File: src/rtl/hs32_execute_if.sv
`default_nettype none
// +--------------------------------------------------------------------------+
// | hs32_execute_if : L1 memory request bus from execute stage 3 to L1       |
// | Rev 1.0                                                                  |
// +--------------------------------------------------------------------------+
interface hs32_execute_if;
  logic        vld;
  logic        rdy;
  logic        we;
  logic [31:0] addr;
  logic [31:0] wdata;
  logic [3:0]  rd;

  modport master (output vld, we, addr, wdata, rd, input rdy);
  modport slave  (input vld, we, addr, wdata, rd, output rdy);
endinterface
`default_nettype wire

File: src/rtl/hs32_execute.sv
`default_nettype none
// +--------------------------------------------------------------------------+
// | hs32_execute : HS32 stage 3 - ALU, NZCV flags, writeback / L1 request    |
// | Rev 1.0   optional stall counter: HS32_EXEC_STALLCNT_EN                  |
// +--------------------------------------------------------------------------+
module hs32_execute #(
  parameter logic [3:0] RST_FLAGS = 4'b0000
) (
  input  wire         clk,
  input  wire         rst_n,
  input  wire         valid_i,
  input  wire  [81:0] data_i,
  output logic        stall_o,
  output logic [5:0]  s3_o,
  output logic [31:0] fwd_o,
  output logic [3:0]  flags_o,
  output logic        wb_vld_o,
  output logic [3:0]  wb_rd_o,
  output logic [31:0] wb_data_o,
  output logic [3:0]  rp_addr_o,
  input  wire  [31:0] rp_data_i,
  hs32_execute_if.master mem
`ifdef HS32_EXEC_STALLCNT_EN
  ,
  output logic [31:0] stall_cnt_o,
  input  wire         cnt_clr_i
`endif
);

  typedef struct packed {
    logic [1:0] opr;
    logic       neg;
    logic       sub;
    logic       cen;
    logic       fwe;
  } ctl_t;

  typedef struct packed {
    logic [31:0] d1;
    logic [31:0] d2;
    logic        we1;
    logic        we2;
    logic [3:0]  rd;
    logic        store;
    logic        xud;
    logic        isldr;
    logic        isstr;
    logic [1:0]  fwd;
    ctl_t        ctl;
  } s2pkt_t;

  s2pkt_t      pkt_q;
  logic        vld_q;
  logic [3:0]  flags_q;
  logic [3:0]  flags_d;

  logic [31:0] b;
  logic        cin;
  logic [32:0] sum;
  logic [31:0] r;
  logic        c_d;
  logic        v_d;
  logic        lsu;
  logic        go;
  logic        fire;
  logic        retire;
  logic [31:0] res;
  logic        unused_pkt;

  always_comb begin
    b       = pkt_q.ctl.neg ? ~pkt_q.d2 : pkt_q.d2;
    cin     = pkt_q.ctl.cen ? flags_q[1] : pkt_q.ctl.sub;
    sum     = {1'b0, pkt_q.d1} + {1'b0, b} + {32'd0, cin};
    r       = sum[31:0];
    c_d     = flags_q[1];
    v_d     = flags_q[0];
    case (pkt_q.ctl.opr)
      2'd0: begin
        r   = sum[31:0];
        c_d = sum[32];
        v_d = (pkt_q.d1[31] == b[31]) & (sum[31] != pkt_q.d1[31]);
      end
      2'd1:    r = pkt_q.d1 & b;
      2'd2:    r = pkt_q.d1 | b;
      default: r = pkt_q.d1 ^ b;
    endcase
    flags_d = {r[31], (r == 32'd0), c_d, v_d};
  end

  // Strobes are also masked by rst_n so a discarded op never handshakes.
  assign go     = rst_n & vld_q;
  assign lsu    = pkt_q.isldr | pkt_q.isstr;
  assign stall_o = go & lsu & ~mem.rdy;
  assign fire   = ~stall_o;
  assign retire = go & (~lsu | mem.rdy);
  assign res    = vld_q ? r : 32'd0;

  always_ff @(posedge clk) begin
    if (!rst_n) begin
      pkt_q   <= '0;
      vld_q   <= 1'b0;
      flags_q <= RST_FLAGS;
    end else begin
      if (fire) begin
        pkt_q <= data_i;
        vld_q <= valid_i;
      end
      if (retire && pkt_q.ctl.fwe) begin
        flags_q <= flags_d;
      end
    end
  end

  assign fwd_o     = res;
  assign s3_o      = {(vld_q ? pkt_q.rd : 4'd0), go, go & lsu};
  assign flags_o   = flags_q;
  assign wb_vld_o  = go & ~lsu & pkt_q.we1;
  assign wb_rd_o   = vld_q ? pkt_q.rd : 4'd0;
  assign wb_data_o = res;
  assign rp_addr_o = vld_q ? pkt_q.rd : 4'd0;

  assign mem.vld   = go & lsu;
  assign mem.we    = go & pkt_q.isstr;
  assign mem.addr  = res;
  assign mem.wdata = vld_q ? rp_data_i : 32'd0;
  assign mem.rd    = vld_q ? pkt_q.rd : 4'd0;

  assign unused_pkt = ^{pkt_q.we2, pkt_q.store, pkt_q.xud, pkt_q.fwd};

`ifdef HS32_EXEC_STALLCNT_EN
  logic [31:0] stall_cnt_q;

  always_ff @(posedge clk) begin
    if (!rst_n || cnt_clr_i) begin
      stall_cnt_q <= 32'd0;
    end else if (stall_o) begin
      stall_cnt_q <= stall_cnt_q + 32'd1;
    end
  end

  assign stall_cnt_o = stall_cnt_q;
`endif

endmodule
`default_nettype wire

File: src/flat_wrapper.sv
// flat-port wrapper written by rule: the top's interface ports become plain ports
module hs32_execute_flat 
#(
  parameter logic [3:0] RST_FLAGS = 4'b0000
)
  (clk, rst_n, valid_i, data_i, stall_o, s3_o, fwd_o, flags_o, wb_vld_o, wb_rd_o, wb_data_o, rp_addr_o, rp_data_i, mem_vld, mem_we, mem_addr, mem_wdata, mem_rd, mem_rdy);
  hs32_execute_if mem_i ();
  input  wire clk;
  input  wire rst_n;
  input  wire valid_i;
  input  wire  [81:0] data_i;
  output logic stall_o;
  output logic [5:0] s3_o;
  output logic [31:0] fwd_o;
  output logic [3:0] flags_o;
  output logic wb_vld_o;
  output logic [3:0] wb_rd_o;
  output logic [31:0] wb_data_o;
  output logic [3:0] rp_addr_o;
  input  wire  [31:0] rp_data_i;
  output wire logic [$bits(mem_i.vld)-1:0] mem_vld;
  output wire logic [$bits(mem_i.we)-1:0] mem_we;
  output wire logic [$bits(mem_i.addr)-1:0] mem_addr;
  output wire logic [$bits(mem_i.wdata)-1:0] mem_wdata;
  output wire logic [$bits(mem_i.rd)-1:0] mem_rd;
  input wire logic [$bits(mem_i.rdy)-1:0] mem_rdy;
  assign mem_vld = mem_i.vld;
  assign mem_we = mem_i.we;
  assign mem_addr = mem_i.addr;
  assign mem_wdata = mem_i.wdata;
  assign mem_rd = mem_i.rd;
  assign mem_i.rdy = mem_rdy;
  hs32_execute #(.RST_FLAGS(RST_FLAGS)) u_core (.clk(clk), .rst_n(rst_n), .valid_i(valid_i), .data_i(data_i), .stall_o(stall_o), .s3_o(s3_o), .fwd_o(fwd_o), .flags_o(flags_o), .wb_vld_o(wb_vld_o), .wb_rd_o(wb_rd_o), .wb_data_o(wb_data_o), .rp_addr_o(rp_addr_o), .rp_data_i(rp_data_i), .mem(mem_i));
endmodule
File: config.mk
export PLATFORM = sky130hd
export DESIGN_NAME = hs32_execute_flat
export DESIGN_NICKNAME = d
export VERILOG_FILES = /design/src/rtl/hs32_execute_if.sv /design/src/rtl/hs32_execute.sv /design/src/flat_wrapper.sv
export SDC_FILE = /design/constraint.sdc
export NUM_CORES = 1
export LEC_CHECK = 0
export CAP_MARGIN = 20
export CORE_MARGIN = 5
export CORE_UTILIZATION = 40
export CTS_CLUSTER_DIAMETER = 80
export DETAILED_ROUTE_END_ITERATION = 16
export HOLD_SLACK_MARGIN = 0.06
export PLACE_DENSITY = 0.72
export SYNTH_ARGS = -nofsm -noshare
export SYNTH_HDL_FRONTEND = slang
export SYNTH_SLANG_ARGS = --single-unit
export TNS_END_PERCENT = 5
File: constraint.sdc
create_clock -name clk -period 5.6 [get_ports clk]
set_clock_uncertainty 0.1 [all_clocks]
set_input_delay 1.12 -clock clk [delete_from_list [all_inputs] [get_ports clk]]
set_output_delay 1.12 -clock clk [all_outputs]
set_load 0.03 [all_outputs]
==> results.cfg, run 1 <==
[timing]
layout_min_cycle_time_ns = 5.48
holdWs_ns = 0.360
worst_pin_slew_ns = 0.830
rsz0062_at_grt = yes
clock.fmax_ghz = 0.182
finalSetupViolations = 0
finalHoldViolCount = 0
max-slew-margin-rel = 0.446
finalCritPeriodShare = 0.979
fin_ws_ns = 0.115
slew_violations = 0
setup_tns_ns = 0

[min_path]
hold_path_class = reg2reg

[power]
p_leak_nw = 4.92
power_density_mw_per_mm2 = 218
p_total_mw = 2.31
power_switching_uw = 860
ir_drop_v = 0.000131
seqPwrFrac = 0.282
clock_power_share = 0.286
switching_share = 0.372
internal-power_mw = 1.45
comb_power_share = 0.432

[global_routing]
antenna_found_initial = 1
grt_start_max_net_pins = 84
grt_pass1_wl_um = 37800
use_met2 = 0.346
grt_util_met1 = 0.276
grt_overflow_total = 0
grt_pass1_vias = 7170
grt_busiest_layer = met2
grt_use_total = 0.210
use_met3 = 0.0491

[synthesis]
synthCells = 1079
synth-edff-count = 0
ys_types = 62
syn-cell-area_mm2 = 0.00794
synth_fp_nets = 1263
synth_ff_type = dfxtp_1
ys_warn_count = 0
synth.avg_cell_area_um2 = 7.36
ys_seq_area_frac = 0.207
synth-async-reset-ratio = 0
ys_ff_latch = 82

[clock_network]
clk_transition_reported_paths_ns = 0.07
cts_hold_buf = 0
insertion_delay_ns = 0.35
cts_max_path_buffers = 2
cts_tree = built
cts.sinks = 82
cts_max_level = 3
cts_buffers = 9
clock-root-buffer = clkbuf_16

[floorplan]
boundaryPins = 272
fp.coreArea_mm2 = 0.0195
die-area_mm2 = 0.0228
die_w_um = 151
die_h_um = 151
initial_core_util = 0.407
rows = 51

[detailed_routing]
drt_wl_total_um = 25000
final_antenna_net_count = 0
wl_per_cell_um = 16.6
drtIter0Drc = 639
viasPerCell = 5.11
drc = 0
dr.pass1.iters = 5
vias = 7671

[setup_path]
crit_required_ns = 4.38
worstSetupPathType = reg2out
startpoint_type = register
critPathMaxFanout = 3
cp.arrival_ns = 4.26
critPathCaptureType = output pin

[placement]
pre_cts_ws_ns = 0.0419
placed_area_mm2 = 0.0102
dp_cells = 1485
io_buffer_count = 266
dpl.hpwl_um = 19700
gp_congestion = 0.902

[job]
cap_violations = 0

[cells_and_area]
fillers = 1881
syn2layout_area_growth_pct = 33.6
drive_gt1_frac = 0.0720
final_cell_area_mm2 = 0.0106
diodes = 0
finish.utilization = 0.543
nets = 1415
final_cells = 1501

[outcome]
outcome = finished, final reports clean
==> cell usage after synthesis (4+ instances only) <==
| library cell | number | share of area |
|---|---|---|
| and2_1 | 51 | 0.040 |
| or4_1 | 4 | 0.0038 |
| o21ai_0 | 26 | 0.016 |
| inv_1 | 99 | 0.047 |
| mux4_2 | 11 | 0.031 |
| nor2_1 | 42 | 0.020 |
| clkbuf_1 | 58 | 0.027 |
| dfxtp_1 | 82 | 0.21 |
| nand4_1 | 4 | 0.0032 |
| nand2_1 | 202 | 0.096 |
| and3_1 | 11 | 0.0087 |
| or3_1 | 4 | 0.0032 |
| a211oi_1 | 8 | 0.0076 |
| buf_4 | 78 | 0.074 |
| buf_1 | 7 | 0.0033 |
| nand3_1 | 16 | 0.010 |
| o211ai_1 | 8 | 0.0076 |
| nor3_1 | 10 | 0.0063 |
| a21o_1 | 10 | 0.0095 |
| a21oi_1 | 49 | 0.031 |
| o21bai_1 | 4 | 0.0038 |
| mux2i_1 | 19 | 0.024 |
| a211o_1 | 5 | 0.0055 |
| xor2_1 | 36 | 0.040 |
| a31oi_1 | 5 | 0.0039 |
| o21a_1 | 9 | 0.0085 |
| nor2b_1 | 5 | 0.0039 |
| o31ai_1 | 5 | 0.0047 |
| ha_1 | 64 | 0.10 |
| o2111ai_1 | 4 | 0.0044 |
| a21boi_0 | 81 | 0.077 |
| or2_2 | 4 | 0.0032 |
| xnor2_1 | 10 | 0.011 |
==> power by group through the flow <==
stage,Combinational (mW),Sequential (mW),Clock (mW)
floorplan,0.697,0.648,0
global placement,0.982,0.663,0
detailed placement,0.994,0.664,0
CTS,0.993,0.650,0.675
global route,1.08,0.656,0.697
finish,0.999,0.651,0.661
==> logic make-up after synthesis <==
family | share of synthesized area
AOI/OAI and AO/OA | 0.207
xor gates and xnor gates | 0.0507
adders and majority gates | 0.106
buffers and inverters | 0.154
DFF | 0.207
muxes | 0.0646
and+or+nand+nor | 0.211
==> layout make-up <==
class	instances	area (um2)	area share
clock inverter	6	88.8	0.00838
timing repair buffer	286	2810	0.265
multi-input combinational	752	5120	0.482
inverter	100	375	0.0354
tap	265	332	0.0313
clock buffer	10	239	0.0225
sequential	82	1650	0.155
==> sequential cells by signal, summed over array words and instances, names as in the netlist <==
register	count
u_core.vld_q	1
u_core.flags_o	4
u_core.pkt_q	77
==> cells in the final DEF, fill, tap and decap left out, types with 4 or more instances in the layout <==
cell type / count
a21oi_1: 48
and3_1: 11
dfxtp_1: 79
clkbuf_16: 9
or2_2: 4
nand2_1: 202
o31ai_1: 5
clkdlybuf4s50_1: 217
dlygate4sd2_1: 12
o21bai_1: 4
o211ai_1: 8
nor3_1: 10
xor2_1: 35
mux4_2: 11
xnor2_1: 10
nand3_1: 16
nor2b_1: 5
a211oi_1: 7
nor2_1: 42
inv_1: 99
nand4_1: 4
a211o_1: 5
buf_4: 34
o21a_1: 9
a21boi_0: 81
o2111ai_1: 4
and2_1: 51
mux2i_1: 19
or4_1: 4
dlymetal6s2s_1: 18
ha_1: 62
a21o_1: 10
o21ai_0: 25
==> final timing paths <==
check,start,endpoint,slack (ns),depth (start not counted)
worst max-delay path,u_core.pkt_q[18],mem_addr[30],0.12,16
worst min-delay path,u_core.pkt_q[13],u_core.pkt_q[13],0.36,2
worst max register to register,u_core.pkt_q[18],u_core.flags_o[2],1.35,14
worst min register to register,u_core.pkt_q[13],u_core.pkt_q[13],0.36,2
==> layer usage <==
metal / wire [um] / share of wire / vias up
met2: 11300 / 0.45 / 333
li1: - / - / 3814
met1: 11100 / 0.44 / 3492
met5: 13 / 0.00052 / -
met4: 375 / 0.015 / 2
met3: 2190 / 0.088 / 30
==> critical path, stage by stage (launching register included) <==
cell and delay, ns:
dfxtp_1 0.37, xor2_2 0.20, fa_1 0.24, inv_1 0.06, fa_1 0.40, nor2b_1 0.20, o2111ai_1 0.18, a211o_1 0.39
a31oi_1 0.32, a21oi_1 0.16, o221ai_1 0.27, nand2_1 0.11, xnor2_1 0.13, a221oi_1 0.30, buf_4 0.19, nor2_1 0.07
clkdlybuf4s15_2 0.32
==> repair_timing <==
item	4_1_cts	5_1_grt
gates resized for setup	22	27
buffers inserted	0	0
endpoints found under the setup margin	20	42
cloned	0	0
No activity file was read; power rests on OpenSTA's default activity.
==> run 2: changes to the inputs <==
--- a/config.mk
+++ b/config.mk
@@ -6,12 +6,12 @@
 export NUM_CORES = 1
 export LEC_CHECK = 0
 export CAP_MARGIN = 20
-export CORE_MARGIN = 5
-export CORE_UTILIZATION = 40
+export CORE_MARGIN = 3
+export CORE_UTILIZATION = 47
 export CTS_CLUSTER_DIAMETER = 80
 export DETAILED_ROUTE_END_ITERATION = 16
 export HOLD_SLACK_MARGIN = 0.06
-export PLACE_DENSITY = 0.72
+export PLACE_DENSITY = 0.82
 export SYNTH_ARGS = -nofsm -noshare
 export SYNTH_HDL_FRONTEND = slang
 export SYNTH_SLANG_ARGS = --single-unit
==> run 2 against run 1 <==
Effect of this change: cell count shrank 3.5%; worst hold slack gained 0.0016 ns; critical path type unchanged; wire length is 6.4% lower.
==> results.cfg, run 2 (synthesized netlist as in run 1, its figures left out) <==
[floorplan]
die-area_mm2 = 0.0185
fp.coreArea_mm2 = 0.0162
die_w_um = 136
rows = 46
die_h_um = 136
initial_core_util = 0.489
boundaryPins = 272

[setup_path]
critical-path-slowest-cell = clkdlybuf4s50_1
ff2ff_path_depth = 14
crit_required_ns = 4.38
critPathTopFamily = compound AO/OA/AOI/OAI gates
critPathCaptureType = output pin
cp.depth = 14
critPathBufInv = 3
startpoint_type = register
critPathMaxFanout = 6
worstSetupPathType = reg2out
max_stage_delay_ns = 0.63
cp.arrival_ns = 4.29
crit_chain = xor2_2 -> fa_1 -> inv_1 -> fa_1 -> nor2b_1 -> o2111ai_1 -> a211o_1 -> buf_4 -> and2_1 -> a211oi_2 -> a21oi_1 -> nor2_1 -> nor2_1 -> clkdlybuf4s50_1

[detailed_routing]
drtIter0Drc = 567
highest_layer = met4
dr.pass1.iters = 5
wl_met3_um = 2170
wl_per_cell_um = 16.1
vias = 7760
drt_wl_total_um = 23300
wl_met1_um = 10200
viasPerCell = 5.36
drc = 0
final_antenna_net_count = 0
met2_length_um = 10600

[power]
ir_drop_v = 0.000153
p_leak_nw = 4.80
power_density_mw_per_mm2 = 215

[timing]
clock.fmax_ghz = 0.182
finalCritPeriodShare = 0.983
finalHoldViolCount = 0
finalSetupViolations = 0
max-slew-margin-rel = 0.453
rsz0062_at_grt = yes
worst_pin_slew_ns = 0.820
layout_min_cycle_time_ns = 5.51
fin_ws_ns = 0.0948
holdWs_ns = 0.361
slew_violations = 0

[job]
cap_violations = 0

[clock_network]
clock-root-buffer = clkbuf_16
cts_tree = built
cts_max_path_buffers = 2
cts_max_level = 3
cts_buffers = 9
insertion_delay_ns = 0.34
clk_transition_reported_paths_ns = 0.06
cts_hold_buf = 0
cts.sinks = 82

[global_routing]
grt_pass1_vias = 7161
grt_overflow_total = 0
grt_start_max_net_pins = 84
grt_use_total = 0.242
antenna_found_initial = 0
grt_pass1_wl_um = 36200

[cells_and_area]
finish.utilization = 0.644
nets = 1411
largest_reg_flops = 77
layout_commonest_cell = clkdlybuf4s50_1
max_flop_register = u_core.pkt_q
syn2layout_area_growth_pct = 31.7
drive_gt1_frac = 0.0698
diodes = 0
most-common-layout-cells = clkdlybuf4s50_1, nand2_1, inv_1

[placement]
gp_congestion = 0.923
dpl.hpwl_um = 17800
io_buffer_count = 266
pre_cts_ws_ns = 0.0217

[min_path]
min_path_cells = 2
hold_path_class = reg2reg

[outcome]
outcome = finished, final reports clean
## run 2: area by class of cell
type / count / area [um2]
Fill cell: 1467 / 5770
Multi-Input combinational cell: 752 / 5130
Timing Repair Buffer: 282 / 2740
Sequential cell: 82 / 1650
Inverter: 100 / 375
Tap cell: 216 / 270
Clock buffer: 10 / 229
Clock inverter: 6 / 65.1
## run 2: path summary, 6_finish.rpt
path / from / endpoint / slack [ns]
worst max-delay path: u_core.pkt_q[3] / fwd_o[16] / 0.09
worst min-delay path: u_core.pkt_q[14] / u_core.pkt_q[14] / 0.36
worst max register to register: u_core.pkt_q[3] / u_core.flags_o[2] / 1.14
worst min register to register: u_core.pkt_q[14] / u_core.pkt_q[14] / 0.36
## run 2: timing repair
item | CTS | global route
gates resized for setup | 16 | 29
setup endpoints to repair | 21 | 28
setup buffers | 0 | 0
## run 2: tightest hold or removal path, stage by stage, from the launching register on
cell and delay (ns):
dfxtp_1 0.31, nand2_1 0.05, a21boi_0 0.06
## run 2: routing by layer
metal  global-route usage  vias up
met5                    0        -
met4               0.0442        0
met3               0.0537       30
met2                0.393      340
met1                0.332     3584
li1                     -     3806
## run 2: per-stage QoR
| step | power [mW] | instances | instance area [um2] | TNS (ns) |
|---|---|---|---|---|
| floorplan | 1.34 | 1079 | 7940 | 0 |
| global placement | 1.63 | 1432 | 10100 | 0 |
| detailed placement | 1.65 | 1432 | 10100 | 0 |
| CTS | 2.25 | 1448 | 10400 | -0.313 |
| global route | 2.36 | 1448 | 10500 | -0.172 |
| finish | 2.24 | 1448 | 10500 | 0 |
## run 2: power breakdown
group,internal (mW),leakage [nW],switching [mW]
registers,0.617,0.683,0.0356
logic,0.428,3.97,0.566
clock network,0.347,0.143,0.251
==> run 3: changes to the inputs <==
--- a/config.mk
+++ b/config.mk
@@ -5,7 +5,7 @@
 export SDC_FILE = /design/constraint.sdc
 export NUM_CORES = 1
 export LEC_CHECK = 0
-export CAP_MARGIN = 20
+export CAP_MARGIN = 25
 export CORE_MARGIN = 3
 export CORE_UTILIZATION = 47
 export CTS_CLUSTER_DIAMETER = 80
==> results of run 3 <==
Final layout, timing and power as in run 2 (identical DEF).
